File: src/rtl/pmux_rr_arbiter_pkg.sv
// Shared definitions for the pmux round-robin arbiter.
//   - state_e     : arbiter FSM state (IDLE / OWN)
//   - NUM_REQ     : number of requesters sharing the mux
//   - NUM_SRC     : number of mux data sources
//   - *_IDX_W     : index widths derived from the counts above
//   - BEAT_W      : beat counter width
//   - BURST_MIN/MAX : legal range of the BURST parameter
package pmux_rr_arbiter_pkg;

  localparam int NUM_REQ   = 4;
  localparam int NUM_SRC   = 8;
  localparam int REQ_IDX_W = 2;
  localparam int SRC_IDX_W = 3;
  localparam int BEAT_W    = 4;
  localparam int BURST_MIN = 1;
  localparam int BURST_MAX = 15;

  typedef enum logic {
    IDLE = 1'b0,
    OWN  = 1'b1
  } state_e;

endpackage

File: src/rtl/pmux_rr_arbiter_if.sv
// Bus bundle between the four requesters / data sources and the arbiter.
//   req_k_i   : request from requester k (held until done)
//   src_k_i   : source index requested by requester k
//   data_k_i  : mux data sources 0..7, WIDTH bits each
//   gnt_k_o   : grant to requester k (one-hot or zero)
//   q_o       : selected word, q_valid_o marks a transfer result
//   q_id_o    : requester owning q_o
//   busy_o    : arbiter currently owned
// Modport master = requester/source side, slave = arbiter side.
interface pmux_rr_arbiter_if
  import pmux_rr_arbiter_pkg::*;
#(
  parameter int WIDTH = 16
);

  logic                 req_0_i, req_1_i, req_2_i, req_3_i;
  logic [SRC_IDX_W-1:0] src_0_i, src_1_i, src_2_i, src_3_i;
  logic [WIDTH-1:0]     data_0_i, data_1_i, data_2_i, data_3_i;
  logic [WIDTH-1:0]     data_4_i, data_5_i, data_6_i, data_7_i;
  logic                 gnt_0_o, gnt_1_o, gnt_2_o, gnt_3_o;
  logic [WIDTH-1:0]     q_o;
  logic                 q_valid_o;
  logic [REQ_IDX_W-1:0] q_id_o;
  logic                 busy_o;

  modport master (
    output req_0_i, req_1_i, req_2_i, req_3_i,
    output src_0_i, src_1_i, src_2_i, src_3_i,
    output data_0_i, data_1_i, data_2_i, data_3_i,
    output data_4_i, data_5_i, data_6_i, data_7_i,
    input  gnt_0_o, gnt_1_o, gnt_2_o, gnt_3_o,
    input  q_o, q_valid_o, q_id_o, busy_o
  );

  modport slave (
    input  req_0_i, req_1_i, req_2_i, req_3_i,
    input  src_0_i, src_1_i, src_2_i, src_3_i,
    input  data_0_i, data_1_i, data_2_i, data_3_i,
    input  data_4_i, data_5_i, data_6_i, data_7_i,
    output gnt_0_o, gnt_1_o, gnt_2_o, gnt_3_o,
    output q_o, q_valid_o, q_id_o, busy_o
  );

endinterface

File: src/rtl/pmux_rr_pick.sv
// Combinational 4-way rotating priority picker.
//   req_i    : request vector
//   rr_ptr_i : index with highest priority this scan
//   found_o  : at least one request present
//   idx_o    : first requesting index at or after rr_ptr_i (mod 4)
module pmux_rr_pick
  import pmux_rr_arbiter_pkg::*;
(
  input  logic [NUM_REQ-1:0]   req_i,
  input  logic [REQ_IDX_W-1:0] rr_ptr_i,
  output logic                 found_o,
  output logic [REQ_IDX_W-1:0] idx_o
);

  logic [REQ_IDX_W-1:0] cand;

  // Scan from the farthest offset down so the nearest requester wins last.
  // The 2-bit candidate wraps naturally modulo 4.
  always_comb begin
    found_o = 1'b0;
    idx_o   = rr_ptr_i;
    cand    = rr_ptr_i;
    for (int i = NUM_REQ - 1; i >= 0; i--) begin
      cand = rr_ptr_i + REQ_IDX_W'(i);
      if (req_i[cand]) begin
        found_o = 1'b1;
        idx_o   = cand;
      end
    end
  end

endmodule

File: src/rtl/pmux_rr_arbiter.sv
// Round-robin arbiter sharing one 8:1 WIDTH-bit mux between four requesters.
//   clk_i : clock, rising edge
//   rst_i : synchronous active-high reset
//   bus   : slave side of pmux_rr_arbiter_if (requests, source indices,
//           data sources in; grants, registered word, tag, busy out)
// The owner transfers one word per cycle while it requests; ownership rotates
// after BURST transfers (legal 1..15) or when the owner drops its request.
module pmux_rr_arbiter
  import pmux_rr_arbiter_pkg::*;
#(
  parameter int WIDTH = 16,
  parameter int BURST = 4
)(
  input logic               clk_i,
  input logic               rst_i,
  pmux_rr_arbiter_if.slave  bus
);

  logic [NUM_REQ-1:0]   req;
  logic [SRC_IDX_W-1:0] src  [NUM_REQ];
  logic [WIDTH-1:0]     data [NUM_SRC];

  state_e               state_q, state_d;
  logic [REQ_IDX_W-1:0] owner_q, owner_d;
  logic [REQ_IDX_W-1:0] rr_ptr_q, rr_ptr_d;
  logic [BEAT_W-1:0]    beat_q, beat_d, beat_inc;
  logic [WIDTH-1:0]     q_q, q_d;
  logic                 q_valid_q, q_valid_d;
  logic [REQ_IDX_W-1:0] q_id_q, q_id_d;

  logic                 release_own;
  logic                 found;
  logic [REQ_IDX_W-1:0] pick_idx, pick_ptr;

  assign req     = {bus.req_3_i, bus.req_2_i, bus.req_1_i, bus.req_0_i};
  assign src[0]  = bus.src_0_i;
  assign src[1]  = bus.src_1_i;
  assign src[2]  = bus.src_2_i;
  assign src[3]  = bus.src_3_i;
  assign data[0] = bus.data_0_i;
  assign data[1] = bus.data_1_i;
  assign data[2] = bus.data_2_i;
  assign data[3] = bus.data_3_i;
  assign data[4] = bus.data_4_i;
  assign data[5] = bus.data_5_i;
  assign data[6] = bus.data_6_i;
  assign data[7] = bus.data_7_i;

  // In OWN the picker is only consulted on release, and a release always
  // rescans starting just after the current owner.
  assign pick_ptr = (state_q == OWN) ? owner_q + 2'd1 : rr_ptr_q;

  pmux_rr_pick u_pick (
    .req_i    (req),
    .rr_ptr_i (pick_ptr),
    .found_o  (found),
    .idx_o    (pick_idx)
  );

  assign beat_inc = beat_q + BEAT_W'(1);

  always_comb begin
    state_d     = state_q;
    owner_d     = owner_q;
    rr_ptr_d    = rr_ptr_q;
    beat_d      = beat_q;
    q_d         = q_q;
    q_id_d      = q_id_q;
    q_valid_d   = 1'b0;
    release_own = 1'b0;
    case (state_q)
      IDLE: begin
        if (found) begin
          state_d = OWN;
          owner_d = pick_idx;
          beat_d  = '0;
        end
      end
      OWN: begin
        if (!req[owner_q]) begin
          release_own = 1'b1;
        end else begin
          q_d       = data[src[owner_q]];
          q_id_d    = owner_q;
          q_valid_d = 1'b1;
          beat_d    = beat_inc;
          if (beat_inc == BEAT_W'(BURST)) release_own = 1'b1;
        end
        // Hand over without a bubble; a lone owner wraps back to itself.
        if (release_own) begin
          rr_ptr_d = owner_q + 2'd1;
          beat_d   = '0;
          if (found) owner_d = pick_idx;
          else       state_d = IDLE;
        end
      end
    endcase
  end

  always_ff @(posedge clk_i) begin
    if (rst_i) begin
      state_q   <= IDLE;
      owner_q   <= '0;
      rr_ptr_q  <= '0;
      beat_q    <= '0;
      q_q       <= '0;
      q_valid_q <= 1'b0;
      q_id_q    <= '0;
    end else begin
      state_q   <= state_d;
      owner_q   <= owner_d;
      rr_ptr_q  <= rr_ptr_d;
      beat_q    <= beat_d;
      q_q       <= q_d;
      q_valid_q <= q_valid_d;
      q_id_q    <= q_id_d;
    end
  end

  assign bus.gnt_0_o   = (state_q == OWN) && (owner_q == 2'd0);
  assign bus.gnt_1_o   = (state_q == OWN) && (owner_q == 2'd1);
  assign bus.gnt_2_o   = (state_q == OWN) && (owner_q == 2'd2);
  assign bus.gnt_3_o   = (state_q == OWN) && (owner_q == 2'd3);
  assign bus.busy_o    = (state_q == OWN);
  assign bus.q_o       = q_q;
  assign bus.q_valid_o = q_valid_q;
  assign bus.q_id_o    = q_id_q;

endmodule

File: src/flat_wrapper.sv
// flat-port wrapper written by rule: the top's interface ports become plain ports
module pmux_rr_arbiter_flat import pmux_rr_arbiter_pkg::*;
#(
  parameter int WIDTH = 16,
  parameter int BURST = 4
)
  (clk_i, rst_i, bus_req_0_i, bus_req_1_i, bus_req_2_i, bus_req_3_i, bus_src_0_i, bus_src_1_i, bus_src_2_i, bus_src_3_i, bus_data_0_i, bus_data_1_i, bus_data_2_i, bus_data_3_i, bus_data_4_i, bus_data_5_i, bus_data_6_i, bus_data_7_i, bus_gnt_0_o, bus_gnt_1_o, bus_gnt_2_o, bus_gnt_3_o, bus_q_o, bus_q_valid_o, bus_q_id_o, bus_busy_o);
  pmux_rr_arbiter_if #(.WIDTH(WIDTH)) bus_i ();
  input logic clk_i;
  input logic rst_i;
  input wire logic [$bits(bus_i.req_0_i)-1:0] bus_req_0_i;
  input wire logic [$bits(bus_i.req_1_i)-1:0] bus_req_1_i;
  input wire logic [$bits(bus_i.req_2_i)-1:0] bus_req_2_i;
  input wire logic [$bits(bus_i.req_3_i)-1:0] bus_req_3_i;
  input wire logic [$bits(bus_i.src_0_i)-1:0] bus_src_0_i;
  input wire logic [$bits(bus_i.src_1_i)-1:0] bus_src_1_i;
  input wire logic [$bits(bus_i.src_2_i)-1:0] bus_src_2_i;
  input wire logic [$bits(bus_i.src_3_i)-1:0] bus_src_3_i;
  input wire logic [$bits(bus_i.data_0_i)-1:0] bus_data_0_i;
  input wire logic [$bits(bus_i.data_1_i)-1:0] bus_data_1_i;
  input wire logic [$bits(bus_i.data_2_i)-1:0] bus_data_2_i;
  input wire logic [$bits(bus_i.data_3_i)-1:0] bus_data_3_i;
  input wire logic [$bits(bus_i.data_4_i)-1:0] bus_data_4_i;
  input wire logic [$bits(bus_i.data_5_i)-1:0] bus_data_5_i;
  input wire logic [$bits(bus_i.data_6_i)-1:0] bus_data_6_i;
  input wire logic [$bits(bus_i.data_7_i)-1:0] bus_data_7_i;
  output wire logic [$bits(bus_i.gnt_0_o)-1:0] bus_gnt_0_o;
  output wire logic [$bits(bus_i.gnt_1_o)-1:0] bus_gnt_1_o;
  output wire logic [$bits(bus_i.gnt_2_o)-1:0] bus_gnt_2_o;
  output wire logic [$bits(bus_i.gnt_3_o)-1:0] bus_gnt_3_o;
  output wire logic [$bits(bus_i.q_o)-1:0] bus_q_o;
  output wire logic [$bits(bus_i.q_valid_o)-1:0] bus_q_valid_o;
  output wire logic [$bits(bus_i.q_id_o)-1:0] bus_q_id_o;
  output wire logic [$bits(bus_i.busy_o)-1:0] bus_busy_o;
  assign bus_i.req_0_i = bus_req_0_i;
  assign bus_i.req_1_i = bus_req_1_i;
  assign bus_i.req_2_i = bus_req_2_i;
  assign bus_i.req_3_i = bus_req_3_i;
  assign bus_i.src_0_i = bus_src_0_i;
  assign bus_i.src_1_i = bus_src_1_i;
  assign bus_i.src_2_i = bus_src_2_i;
  assign bus_i.src_3_i = bus_src_3_i;
  assign bus_i.data_0_i = bus_data_0_i;
  assign bus_i.data_1_i = bus_data_1_i;
  assign bus_i.data_2_i = bus_data_2_i;
  assign bus_i.data_3_i = bus_data_3_i;
  assign bus_i.data_4_i = bus_data_4_i;
  assign bus_i.data_5_i = bus_data_5_i;
  assign bus_i.data_6_i = bus_data_6_i;
  assign bus_i.data_7_i = bus_data_7_i;
  assign bus_gnt_0_o = bus_i.gnt_0_o;
  assign bus_gnt_1_o = bus_i.gnt_1_o;
  assign bus_gnt_2_o = bus_i.gnt_2_o;
  assign bus_gnt_3_o = bus_i.gnt_3_o;
  assign bus_q_o = bus_i.q_o;
  assign bus_q_valid_o = bus_i.q_valid_o;
  assign bus_q_id_o = bus_i.q_id_o;
  assign bus_busy_o = bus_i.busy_o;
  pmux_rr_arbiter #(.WIDTH(WIDTH), .BURST(BURST)) u_core (.clk_i(clk_i), .rst_i(rst_i), .bus(bus_i));
endmodule
File: config.mk
export PLATFORM = sky130hd
export DESIGN_NAME = pmux_rr_arbiter_flat
export DESIGN_NICKNAME = d
export VERILOG_FILES = /design/src/rtl/pmux_rr_arbiter_pkg.sv /design/src/rtl/pmux_rr_arbiter_if.sv /design/src/rtl/pmux_rr_pick.sv /design/src/rtl/pmux_rr_arbiter.sv /design/src/flat_wrapper.sv
export SDC_FILE = /design/constraint.sdc
export NUM_CORES = 1
export LEC_CHECK = 0
export CELL_PAD_IN_SITES_DETAIL_PLACEMENT = 1
export CELL_PAD_IN_SITES_GLOBAL_PLACEMENT = 2
export CORE_MARGIN = 10
export CORE_UTILIZATION = 20
export CTS_CLUSTER_SIZE = 20
export DETAILED_ROUTE_END_ITERATION = 8
export PLACE_DENSITY = 0.87
export SETUP_SLACK_MARGIN = 0.3
export SLEW_MARGIN = 10
export SYNTH_ARGS = -nofsm -noshare
export SYNTH_HDL_FRONTEND = slang
export SYNTH_SLANG_ARGS = --single-unit
File: constraint.sdc
create_clock -name clk_i -period 5.8 [get_ports clk_i]
set_input_delay 0.58 -clock clk_i [delete_from_list [all_inputs] [get_ports clk_i]]
set_output_delay 0.58 -clock clk_i [all_outputs]
set_load 0.02 [all_outputs]
==> results of run 1 <==
## worst max-delay path: cells and delay by family
family          cells  cell delay [ns]
simple gates        3             1.40
buf+inv             1             0.59
compound gates      1             0.38
mux                 1             0.30
## worst paths after layout
path                                     startpoint                           endpoint
hold reg to reg   u_core.bus.q_id_o[0]$_SDFFE_PP0P_  u_core.bus.q_id_o[0]$_SDFFE_PP0P_
hold / removal    u_core.bus.q_id_o[0]$_SDFFE_PP0P_  u_core.bus.q_id_o[0]$_SDFFE_PP0P_
setup / recovery                        bus_req_1_i     u_core.bus.q_o[5]$_SDFFE_PP0P_
setup reg to reg     u_core.owner_q[0]$_SDFFE_PP0P_     u_core.bus.q_o[6]$_SDFFE_PP0P_
## area by class of cell
type	instances	area share (%)
inverter	2	0.1734
sequential	28	12.95
timing repair buffer	170	39.25
tap	147	4.249
clock buffer	3	1.734
multi-input combinational	221	40.95
clock inverter	1	0.6936
## cell usage in the layout (no fill, tap or decap), types with 2 or more instances in the layout
cell	n
mux2i_1	95
nor2b_1	2
nand2_1	13
o21ai_0	4
nand2b_1	5
o22ai_1	15
nor4_1	2
mux4_2	3
and2_1	5
and3b_1	2
nor2_1	26
ha_1	6
clkbuf_16	3
mux2_2	2
nor3_1	17
a31oi_1	2
a21boi_0	2
a21oi_1	5
clkdlybuf4s50_1	169
dfxtp_1	28
inv_1	2
## sequential cells by signal, indices dropped and copies added (netlist names)
name,flops
u_core.beat_q,4
u_core.bus.q_id_o,2
u_core.bus.q_valid_o,1
u_core.owner_q,2
u_core.rr_ptr_q,2
u_core.bus.busy_o,1
u_core.bus.q_o,16
## stage by stage
step / power, mW / util [%]
6_report: 0.8824 / 36.04
2_1_floorplan: 0.4875 / -
5_1_grt: 0.9372 / 36.04
3_5_place_dp: 0.6825 / 35.17
4_1_cts: 0.8956 / 36.04
3_3_place_gp: 0.6741 / 35.17
## cells by family (layout without fill, tap and decap cells)
| logic type | Yosys count | in the layout | share of synthesized area (%) |
|---|---|---|---|
| flip-flops | 28 | 28 | 22.92 |
| AO/OA/AOI/OAI | 39 | 39 | 10.84 |
| adder cells (fa/ha/maj) | 6 | 6 | 3.069 |
| AND/OR/NAND/NOR | 74 | 74 | 14.37 |
| multiplexers | 102 | 102 | 44.09 |
| buffers and inverters | 22 | 176 | 4.706 |
## metal layers
| layer | wire length [um] | GRT usage (%) | vias up |
|---|---|---|---|
| met5 | 0 | 0 | - |
| met1 | 4837 | 15.38 | 1264 |
| met2 | 5936 | 22.48 | 72 |
| met3 | 929 | 4.069 | 4 |
| met4 | 85 | 2.158 | 0 |
| li1 | - | - | 1319 |
## Yosys cell counts, drive strengths merged, types with 2 or more instances
cell      n  share of area [%]
mux2i    95                 39
dfxtp    28                 23
nor2     26                4.0
nor3     17                3.5
buf      15                3.6
o22ai    15                3.8
nand2    13                2.0
ha        6                3.1
a21oi     5                1.0
and2      5                1.3
clkbuf    5               0.77
nand2b    5                1.3
mux4      4                3.7
o21ai     4               0.82
mux2      3                1.5
a2111oi   2               0.97
a21boi    2               0.61
a31oi     2               0.51
and3b     2               0.72
inv       2               0.31
nor2b     2               0.51
nor4      2               0.51
## power breakdown
part           internal, mW  switching (mW)  leakage (nW)
Clock                 0.138          0.0720        0.0511
Sequential            0.212          0.0194         0.230
Combinational         0.240           0.201          1.50
Total                 0.590           0.292          1.78
==> impl_metrics.env, run 1 <==
export IMPL_postRouteAntennaNets=0
export IMPL_ios=170
export IMPL_drc=0
export IMPL_n_antenna_cell=0
export IMPL_place_gp_congestion=0.7573
export IMPL_criticalPathCategory="in -> reg"
export IMPL_cp_max_fo=22
export IMPL_dp_slack_ns=2.333
export IMPL_finalSetupViolations=0
export IMPL_rsz0062_at_grt="no"
export IMPL_finalCritPeriodShare_pct=53.62
export IMPL_startpoint_type="input port"
export IMPL_cap_violations=0
export IMPL_p_leak_nw=1.781
export IMPL_placedCellCount=568
export IMPL_required_ns=5.94
export IMPL_antenna_found_initial=0
export IMPL_ys_seq_area_share_pct=22.92
export IMPL_cts_sinks=28
export IMPL_synth_async_reset_ratio_pct=0
export IMPL_outcome="finished, final reports clean"
export IMPL_routed_wl_um=11790
export IMPL_finalNonFillerCells=572
export IMPL_cts_buffers=3
export IMPL_rrSetupSlack_ns=2.89
export IMPL_die_h_um=130.6
export IMPL_finalMaxSlewViolations=0
export IMPL_tightestPinTransition_ns=1.093
export IMPL_grt_usage_pct=12.91
export IMPL_min_path_cells=2
export IMPL_final_setup_skew_ns=0.01019
export IMPL_fin_hold_ws_ns=0.4632
export IMPL_die_area_mm2=0.01705
export IMPL_die_w_um=130.6
export IMPL_core_area_mm2=0.01201
export IMPL_cpMaxStageDelayCell="and2_1"
export IMPL_ys_warn_count=0
export IMPL_drt_wirelength_per_cell_um=20.61
export IMPL_rr_worst_depth=5
export IMPL_relSlewSlack_pct=27.13
export IMPL_syn_avg_cell_area_um2=9.026
export IMPL_drtPass1Iterations=4
export IMPL_min_period_ns=3.110
export IMPL_cts_clk_slew_worst_paths_ns=0.08
export IMPL_start_util_pct=20.36
export IMPL_finalSetupTns_ns=0
export IMPL_peakVddDrop_mv=0.09967
export IMPL_portBuffers=169
export IMPL_ys_flop_type="dfxtp_1"
export IMPL_synth_seq_cells=28
export IMPL_hold_viol_final=0
export IMPL_fin_area_mm2=0.004329
export IMPL_ctsHoldBuffers=0
export IMPL_gr_total_overflow=0
export IMPL_cts_tree="done"
export IMPL_post_cts_setup_buffers=0
export IMPL_hold_path_class="reg -> reg"
export IMPL_final_nets=578
export IMPL_worst_slack_ns=2.690
export IMPL_drive_gt1_share_pct=3.059
export IMPL_slowest_delay_ns=0.68
export IMPL_syn_nets=423
export IMPL_synth_edf_count=0
export IMPL_fill_cells=1378
export IMPL_syn_area_mm2=0.002446
export IMPL_synthCells=271
export IMPL_syn_to_final_growth_pct=76.98
export IMPL_max_freq_mhz=321.6
export IMPL_p_per_area_mw_per_mm2=203.8
export IMPL_end_kind="flop"
export IMPL_ys_types=38
export IMPL_seqCellArea_um2=560.5
export IMPL_viasPerCell=4.649
export IMPL_post_cts_resized=0
export IMPL_dpl_hpwl_um=9647
export IMPL_multi_input_area_mm2=0.001773
export IMPL_clk_latency_ns=0.27
export IMPL_cts_root_buffer="clkbuf_16"
export IMPL_rows=40
export IMPL_vias=2659
export IMPL_cp_cell_sequence="clkdlybuf4s50_1, mux4_2, and2_1, nand2_1, o22ai_1, nor3_1"
export IMPL_placement_cell_area_mm2=0.004224
export IMPL_drtIter0Drc=102
export IMPL_arrival_ns=3.25
export IMPL_clock_tree_buffer_depth=2
export IMPL_grt_max_degree=65
export IMPL_grt_pass1_wl_um=17080
export IMPL_htree_levels=1
export IMPL_grt_pass1_vias=2929
Power figures use the tool's default switching activity.
==> run 2: changes to the inputs <==
Settings changed: CORE_UTILIZATION 20 to 19, PLACE_DENSITY 0.87 to 0.83.
Clock period 5.8 ns to 3 ns, I/O delays scaled along.
==> impl_metrics.env, run 2 (same netlist as run 1, synthesis figures left out) <==
export IMPL_hold_path_class="reg -> reg"
export IMPL_criticalPathCategory="reg -> reg"
export IMPL_peakVddDrop_mv=0.2616
export IMPL_n_antenna_cell=0
export IMPL_cts_buffers=3
export IMPL_cts_sinks=28
export IMPL_ios=170
export IMPL_tightestPinTransition_ns=0.9567
export IMPL_final_common_cell="clkdlybuf4s50_1"
export IMPL_clock_tree_buffer_depth=2
export IMPL_final_cell_mix="clkdlybuf4s50_1 (169), mux2i_1 (95), dfxtp_1 (28)"
export IMPL_p_per_area_mw_per_mm2=390.4
export IMPL_grt_pass1_wl_um=18770
export IMPL_antenna_found_initial=0
export IMPL_rsz0062_at_grt="no"
export IMPL_r2r_start="u_core.owner_q[0]$_SDFFE_PP0P_"
export IMPL_hp_start="u_core.bus.q_id_o[0]$_SDFFE_PP0P_"
export IMPL_fin_area_mm2=0.004418
export IMPL_finalSetupViolations=0
export IMPL_drtPass1Iterations=4
export IMPL_final_nets=584
export IMPL_end_kind="flop"
export IMPL_p_leak_nw=1.817
export IMPL_required_ns=3.20
export IMPL_cp_max_fo=6
export IMPL_placement_cell_area_mm2=0.004313
export IMPL_viasPerCell=4.423
export IMPL_start_util_pct=19.38
export IMPL_cp_cell_sequence="buf_4, inv_1, ha_1, mux2i_1, and3b_1, a2111oi_0, a2111o_1, a21oi_1"
export IMPL_critical_path_startpoint="u_core.owner_q[0]$_SDFFE_PP0P_"
export IMPL_drive_gt1_share_pct=4.408
export IMPL_routed_wl_um=12470
export IMPL_grt_max_degree=65
export IMPL_finalNonFillerCells=603
export IMPL_grt_pass1_vias=3024
export IMPL_outcome="finished, final reports clean"
export IMPL_die_w_um=133.5
export IMPL_drc=0
export IMPL_syn_to_final_growth_pct=80.61
export IMPL_gr_total_overflow=0
export IMPL_portBuffers=169
export IMPL_place_gp_congestion=0.7732
export IMPL_finalCritPeriodShare_pct=80.69
export IMPL_finalMaxSlewViolations=0
export IMPL_htree_levels=1
export IMPL_arrival_ns=2.62
export IMPL_post_cts_setup_buffers=0
export IMPL_largest_reg_flops=16
export IMPL_final_setup_skew_ns=0.005250
export IMPL_relSlewSlack_pct=36.22
export IMPL_grt_usage_pct=13.39
export IMPL_cts_tree="done"
export IMPL_startpoint_type="flop"
export IMPL_cts_root_buffer="clkbuf_16"
export IMPL_finalSetupTns_ns=0
export IMPL_dpl_hpwl_um=10530
export IMPL_slowest_delay_ns=0.49
export IMPL_postRouteAntennaNets=0
export IMPL_ctsHoldBuffers=0
export IMPL_placedCellCount=599
export IMPL_dp_slack_ns=0.3591
export IMPL_vias=2667
export IMPL_cpMaxStageDelayCell="dfxtp_1"
export IMPL_worst_slack_ns=0.5794
export IMPL_post_cts_resized=0
export IMPL_max_freq_mhz=413.1
export IMPL_rows=41
export IMPL_drt_wirelength_per_cell_um=20.67
export IMPL_die_area_mm2=0.01781
export IMPL_drtIter0Drc=118
export IMPL_clk_latency_ns=0.26
export IMPL_core_area_mm2=0.01262
export IMPL_cts_clk_slew_worst_paths_ns=0.07
export IMPL_cap_violations=0
export IMPL_min_period_ns=2.421
export IMPL_hold_viol_final=0
export IMPL_die_h_um=133.5
run 2: cell count changes in the layout (fill, tap and decap cells not counted), sizes merged:
cell	before	now
buf	1	7
run 2: worst paths after layout:
path	to	cells past startpoint	slack [ns]
setup / recovery	u_core.owner_q[1]$_SDFFE_PP0P_	8	0.58
hold / removal	u_core.bus.q_id_o[0]$_SDFFE_PP0P_	2	0.48
setup reg to reg	u_core.owner_q[1]$_SDFFE_PP0P_	8	0.58
hold reg to reg	u_core.bus.q_id_o[0]$_SDFFE_PP0P_	2	0.48
run 2: final cells by class:
cell class / count / area, um^2
Inverter: 2 / 7.507
Timing Repair Buffer: 176 / 1757
Tap cell: 172 / 215.2
Multi-Input combinational cell: 221 / 1773
Sequential cell: 28 / 560.5
Clock inverter: 1 / 30.03
Clock buffer: 3 / 75.07
Fill cell: 1461 / 8202
run 2: power breakdown:
part	switching, mW	internal, mW	total (mW)
Clock	0.130	0.266	0.396
Combinational	0.409	0.474	0.883
Sequential	0.0347	0.411	0.446
run 2: stage by stage:
stage / power (mW) / util (%) / hold WS (ns)
3_3_place_gp: 1.340 / 34.18 / 0.4575
2_1_floorplan: 0.9424 / - / 0.4474
4_1_cts: 1.752 / 35.01 / 0.4823
3_5_place_dp: 1.349 / 34.18 / 0.4682
5_1_grt: 1.826 / 35.01 / 0.5217
6_report: 1.725 / 35.01 / 0.4794
run 2: metal layers:
metal	global-route usage, %	up-vias	part of all wire [%]
li1	-	1327	-
met1	15.60	1263	41
met2	24.61	71	53
met3	2.820	6	5.1
met4	2.479	0	1.1
met5	0	-	0
run 2: critical path, delay by kind of cell, from the launching register on:
kind / cells / cell delay (ns)
compound gates: 3 / 0.61
flops: 1 / 0.49
mux: 1 / 0.40
fa+ha+maj: 1 / 0.32
buf+inv: 2 / 0.29
simple gates: 1 / 0.24
